===== src/rtl/switch_frame_loader.sv =====
// switch_frame_loader: assembles a ROWS x COLS binary frame one switch row per debounced load press
// and publishes it with a valid/ready handshake; a debounced clear press wipes everything.
module switch_frame_loader #(
  parameter int DEBOUNCE_CYCLES = 16,
  parameter int ROWS            = 6,
  parameter int COLS            = 6
) (
  input  logic                 clk,
  input  logic                 rst_n,
  input  logic [COLS-1:0]      sw_row,
  input  logic                 btn_load,
  input  logic                 btn_clear,
  input  logic                 frame_ready,
  output logic [ROWS*COLS-1:0] frame_out,
  output logic                 frame_valid,
  output logic [2:0]           row_ptr
);
  localparam int CW = $clog2(DEBOUNCE_CYCLES + 1);
  localparam logic [CW-1:0] LAST = CW'(DEBOUNCE_CYCLES - 1);
  localparam logic [2:0] ROW_LAST = 3'(ROWS - 1);
  typedef enum logic {LOAD, FULL} state_t;
  state_t               state_q, state_d;
  logic [COLS-1:0]      sw_s1_q, sw_s2_q;
  logic [1:0]           btn_s1_q, btn_s2_q, stb_q, stb_d, prev_q, arm_q, arm_d, press;
  logic [CW-1:0]        cnt_q [2];
  logic [CW-1:0]        cnt_d [2];
  logic [ROWS*COLS-1:0] shadow_q, shadow_d, frame_q, frame_d;
  logic                 valid_q, valid_d;
  logic [2:0]           row_q, row_d;
  // bit 0 is load, bit 1 is clear
  assign press = stb_q & ~prev_q;
  // An unarmed debouncer first needs DEBOUNCE_CYCLES of a released button, so a
  // button held through reset can never produce a press.
  always_comb begin
    stb_d = stb_q;
    arm_d = arm_q;
    for (int i = 0; i < 2; i++) begin
      cnt_d[i] = '0;
      if (!arm_q[i]) begin
        if (!btn_s1_q[i] && !btn_s2_q[i]) begin
          if (cnt_q[i] == LAST) arm_d[i] = 1'b1;
          else cnt_d[i] = cnt_q[i] + 1'b1;
        end
      end else if (btn_s2_q[i] != stb_q[i]) begin
        if (cnt_q[i] == LAST) stb_d[i] = btn_s2_q[i];
        else cnt_d[i] = cnt_q[i] + 1'b1;
      end
    end
  end
  always_comb begin
    state_d  = state_q;
    shadow_d = shadow_q;
    frame_d  = frame_q;
    valid_d  = valid_q;
    row_d    = row_q;
    if (press[1]) begin
      state_d  = LOAD;
      shadow_d = '0;
      frame_d  = '0;
      valid_d  = 1'b0;
      row_d    = '0;
    end else if (state_q == LOAD && press[0]) begin
      shadow_d[COLS*row_q +: COLS] = sw_s2_q;
      row_d = (row_q == ROW_LAST) ? 3'd0 : row_q + 3'd1;
      if (row_q == ROW_LAST) begin
        frame_d = shadow_d;
        valid_d = 1'b1;
        state_d = FULL;
      end
    end else if (state_q == FULL && valid_q && frame_ready) begin
      state_d = LOAD;
      valid_d = 1'b0;
    end
  end
  always_ff @(posedge clk or negedge rst_n) begin
    if (!rst_n) begin
      sw_s1_q  <= '0;
      sw_s2_q  <= '0;
      btn_s1_q <= '0;
      btn_s2_q <= '0;
      stb_q    <= '0;
      prev_q   <= '0;
      arm_q    <= '0;
      for (int i = 0; i < 2; i++) cnt_q[i] <= '0;
      state_q  <= LOAD;
      shadow_q <= '0;
      frame_q  <= '0;
      valid_q  <= 1'b0;
      row_q    <= '0;
    end else begin
      sw_s1_q  <= sw_row;
      sw_s2_q  <= sw_s1_q;
      btn_s1_q <= {btn_clear, btn_load};
      btn_s2_q <= btn_s1_q;
      stb_q    <= stb_d;
      prev_q   <= stb_q;
      arm_q    <= arm_d;
      for (int i = 0; i < 2; i++) cnt_q[i] <= cnt_d[i];
      state_q  <= state_d;
      shadow_q <= shadow_d;
      frame_q  <= frame_d;
      valid_q  <= valid_d;
      row_q    <= row_d;
    end
  end
  assign frame_out   = frame_q;
  assign frame_valid = valid_q;
  assign row_ptr     = row_q;
endmodule


===== config.mk =====
export PLATFORM = sky130hd
export DESIGN_NAME = switch_frame_loader
export DESIGN_NICKNAME = d
export VERILOG_FILES = /design/src/rtl/switch_frame_loader.sv
export SDC_FILE = /design/constraint.sdc
export NUM_CORES = 1
export LEC_CHECK = 0
export CAP_MARGIN = 20
export CORE_UTILIZATION = 58
export CTS_CLUSTER_SIZE = 20
export DETAILED_ROUTE_END_ITERATION = 8
export PLACE_DENSITY = 0.81
export SLEW_MARGIN = 5
export SYNTH_ARGS = -nofsm -noshare
export SYNTH_HDL_FRONTEND = slang
export SYNTH_SLANG_ARGS = --single-unit

===== constraint.sdc =====
create_clock -name clk -period 3.9 [get_ports clk]
set_input_delay 1.17 -clock clk [delete_from_list [all_inputs] [get_ports clk]]
set_output_delay 1.17 -clock clk [all_outputs]
set_load 0.05 [all_outputs]

==> results.md <==
* XOR/XNOR Fraction of Synth Area at 0.02211
* Antenna violations before repair at 0
* YS warnings at 0
* Hold Path Depth at 0
* Post-synth top flop: dfrtp_1
* GRT Resource Usage Total at 0.3090
* Post-synth EDFFs at 0
* CP peak stage delay at 0.50 ns
* #FFs+latches synth at 108
* Buffers on Ports at 50
* # setup viols final at 0
* Share of layout cells above drive strength 1 at 0.09459
* Worst-Skew Late Latency at 0.38 ns
* H-tree levels at 3
* Library cells used by synthesis at 69
* WS Path Type: reg -> reg
* Most used cell, CP: ha_1
* Syn-to-layout area delta at 14.29%
* Synthesized net count at 641
* Crit path DAT at 3.92 ns
* Number of max-cap violations at 0
* Root Buffer: clkbuf_8
* Complex-gate fraction of the synthesized area at 0.1801
* Antenna Nets Post-Route at 0
* Cells after Synth at 619
* Nets at 683
* VDD IR-drop max at 0.2144 mV
* Initial DRC count at 348
* Async set-reset flop share out of synthesis at 1.000
* CTS tree: done
* Top Ports at 51
* Initial DRT Pass Iterations at 5
* Via/cell ratio at 6.189
* Slew HR at 0.3475
* Wirelength, routed at 15,310 microns
* # rows at 36
* Clk sinks at 108
* DR DRC count at 0
* Static Leakage at 2.988 nW
* Fin Setup TNS at 0 ns
* Setup repair bufs after CTS at 0
* Grt total ovfl at 0
* Hold Startpoint: sw_s1_q[4]
* TritonCTS buffer count at 9
* Total power at 1.862 mW
* Setup crit end kind: flop
* Worst-Margin Slew at 0.9751 ns
* Largest family of logic cells by synthesized area: simple AND/OR/NAND/NOR gates
* Slew Viols, Final at 0
* Leading cell type by number of instances after synthesis: dfrtp_1
* Mux contribution to synthesized area at 0.06589
* Avg Synthesized Cell Area at 9.417 sq um
* CP Max Fanout at 20
* Fill count at 807
* FF-to-FF End: shadow_q[19]
* Post-Synth Simple-Gate Area at 0.1994
* Initial Util at 0.5964
* Post-synthesis adder-cell area fraction at 0.02490
* Global-route wire length before repair at 24,370 microns
* Slowest stage cell, crit path: fa_1
* WL/cell at 19.16 microns
* N_diodes at 0
* Fin crit share at 0.9316
* RSZ-0062 raised after global routing: no
* CTS clk-pin slew, worst paths at 0.11 ns
* Pwr Density at 279.4 nW/um^2
* Routability cong. at 0.9822
* Vert. Die Dim at 102.3 microns
* Max clock buf depth at 2
* Crit-path cells: ha_1 -> fa_1 -> xnor2_4 -> and2_1 -> ha_1 -> buf_4 -> nand2_1 -> nor4b_1 -> o311ai_1 -> a21o_1 -> or2_1 -> a211oi_1
* Min Tclk post-route at 3.633 ns
* Reg-to-reg setup timing slack at 0.27 ns
* Hold Crit Class: reg -> reg
* Vias at 4,945
* DIE WIDTH at 102.3 microns
* Sequential cell area fraction in the yosys report at 0.4636
* Final hold vios at 0
* Worst hold endpoint: sw_s2_q[4]
* Vias in the first global route at 4,748
* Largest net degree at the start of global routing at 60
* Yosys top cell by area: dfrtp_1
* Worst Reg-to-Reg Cells at 12
* Fmax at 275.2 MHz
* R2r startpoint: row_ptr[1]
* Top cells by area, synth: dfrtp_1 46%, mux2i_1 6.0%, o21ai_0 4.7%, nor2_1 4.3%, a21oi_1 3.3%
* Status: completed
* Detail Placement HPWL at 10,690 microns
* Core region area at 9774 sq um
* Post-Syn Area at 5829 sq um
* Most common library cells after synthesis: 108 x dfrtp_1, 67 x nor2_1, 55 x o21ai_0
* Skew final at 0.01366 ns
* Required time worst endpoint at 4.18 ns
* Startpoint class of the critical path: flop
* Post-synth top area share at 0.4636
* Die ar. at 10,460 sq um
## area by class of cell
class                           instances  area (sq um)  share of cell area
Sequential cell                       108          2703              0.4056
Inverter                               14         52.55            0.007887
Clock inverter                          6         60.06            0.009014
Tap cell                              133         166.4             0.02498
Multi-Input combinational cell        456          2878              0.4319
Clock buffer                           10         127.6             0.01915
Timing Repair Buffer                   72         675.6              0.1014
## per-stage QoR
step | hold slack [ns] | cell area [sq um] | utilization | std cells | setup slack (ns)
after floorplan | 0.3312 | 5829 | - | 619 | 0.2767
after global placement | 0.3317 | 6472 | 0.6622 | 783 | 0.4585
after detailed placement | 0.3385 | 6472 | 0.6622 | 783 | 0.3146
after CTS | 0.3618 | 6660 | 0.6814 | 799 | 0.2775
after global routing | 0.3790 | 6663 | 0.6816 | 799 | 0.08700
final | 0.3585 | 6663 | 0.6816 | 799 | 0.2668
## flip-flops by register name, summed over array words and instances (netlist names), 3 cells and up
signal     flops
sw_s2_q        6
cnt_q         10
row_ptr        3
shadow_q      36
sw_s1_q        6
frame_out     36
## worst max-delay path, delay by kind of cell, from the launching register on
family                   cells  cell delay, ns
flip-flops                   1            0.48
buffers and inverters        1            0.23
AND/OR/NAND/NOR              4            0.86
AO/OA/AOI/OAI                3            0.64
XOR/XNOR                     1            0.23
adder cells (fa/ha/maj)      3            1.10
## report_power, final
group / internal [mW] / switching (mW) / leakage, nW / total, mW
clock: 0.246 / 0.417 / 0.0878 / 0.663
combinational: 0.0198 / 0.0335 / 1.43 / 0.0533
sequential: 1.13 / 0.0144 / 1.47 / 1.15
## kinds of logic (layout without fill, tap and decap cells)
kind of cell | count (synthesis) | after routing
simple gates | 233 | 233
compound gates | 164 | 164
flops | 108 | 108
buf+inv | 55 | 102
mux | 38 | 38
fa+ha+maj | 11 | 11
xor+xnor | 10 | 10
## worst max path at each step
stage                   endpoint  depth (start not counted)       start  slack [ns]
global placement    frame_out[0]                         11  row_ptr[1]        0.46
CTS                 shadow_q[19]                         12  row_ptr[1]        0.28
detailed placement  shadow_q[18]                         12  row_ptr[1]        0.31
floorplan            shadow_q[4]                         12  row_ptr[1]        0.28
global route        shadow_q[19]                         12  row_ptr[1]        0.09
finish              shadow_q[19]                         12  row_ptr[1]        0.27
## routing by layer
metal	vias to the layer above	wire length [microns]	share of wire	global-route usage
met3	38	949	0.062	0.04104
met1	2399	6519	0.43	0.4159
met4	0	468	0.031	0.1396
li1	2306	-	-	-
met5	-	0	0	0
met2	202	7369	0.48	0.4997
## cell usage in the layout, fill, tap and decap left out, drive strengths merged, types with 7 or more instances in the layout
cell,count
a21oi,40
inv,16
and2,10
nor3,23
nand4,7
and3,7
o21ai,62
buf,23
clkbuf,10
mux2i,35
clkdlybuf4s50,49
ha,10
nor2b,15
nor2,67
dfrtp,108
nand3,37
nand2,44
## repair_timing
item                       in CTS  in global routing
setup endpoints to repair       0                  1
gates resized for setup         0                  1
hold buffers                    0                  0
No activity file was read; power rests on OpenSTA's default activity.
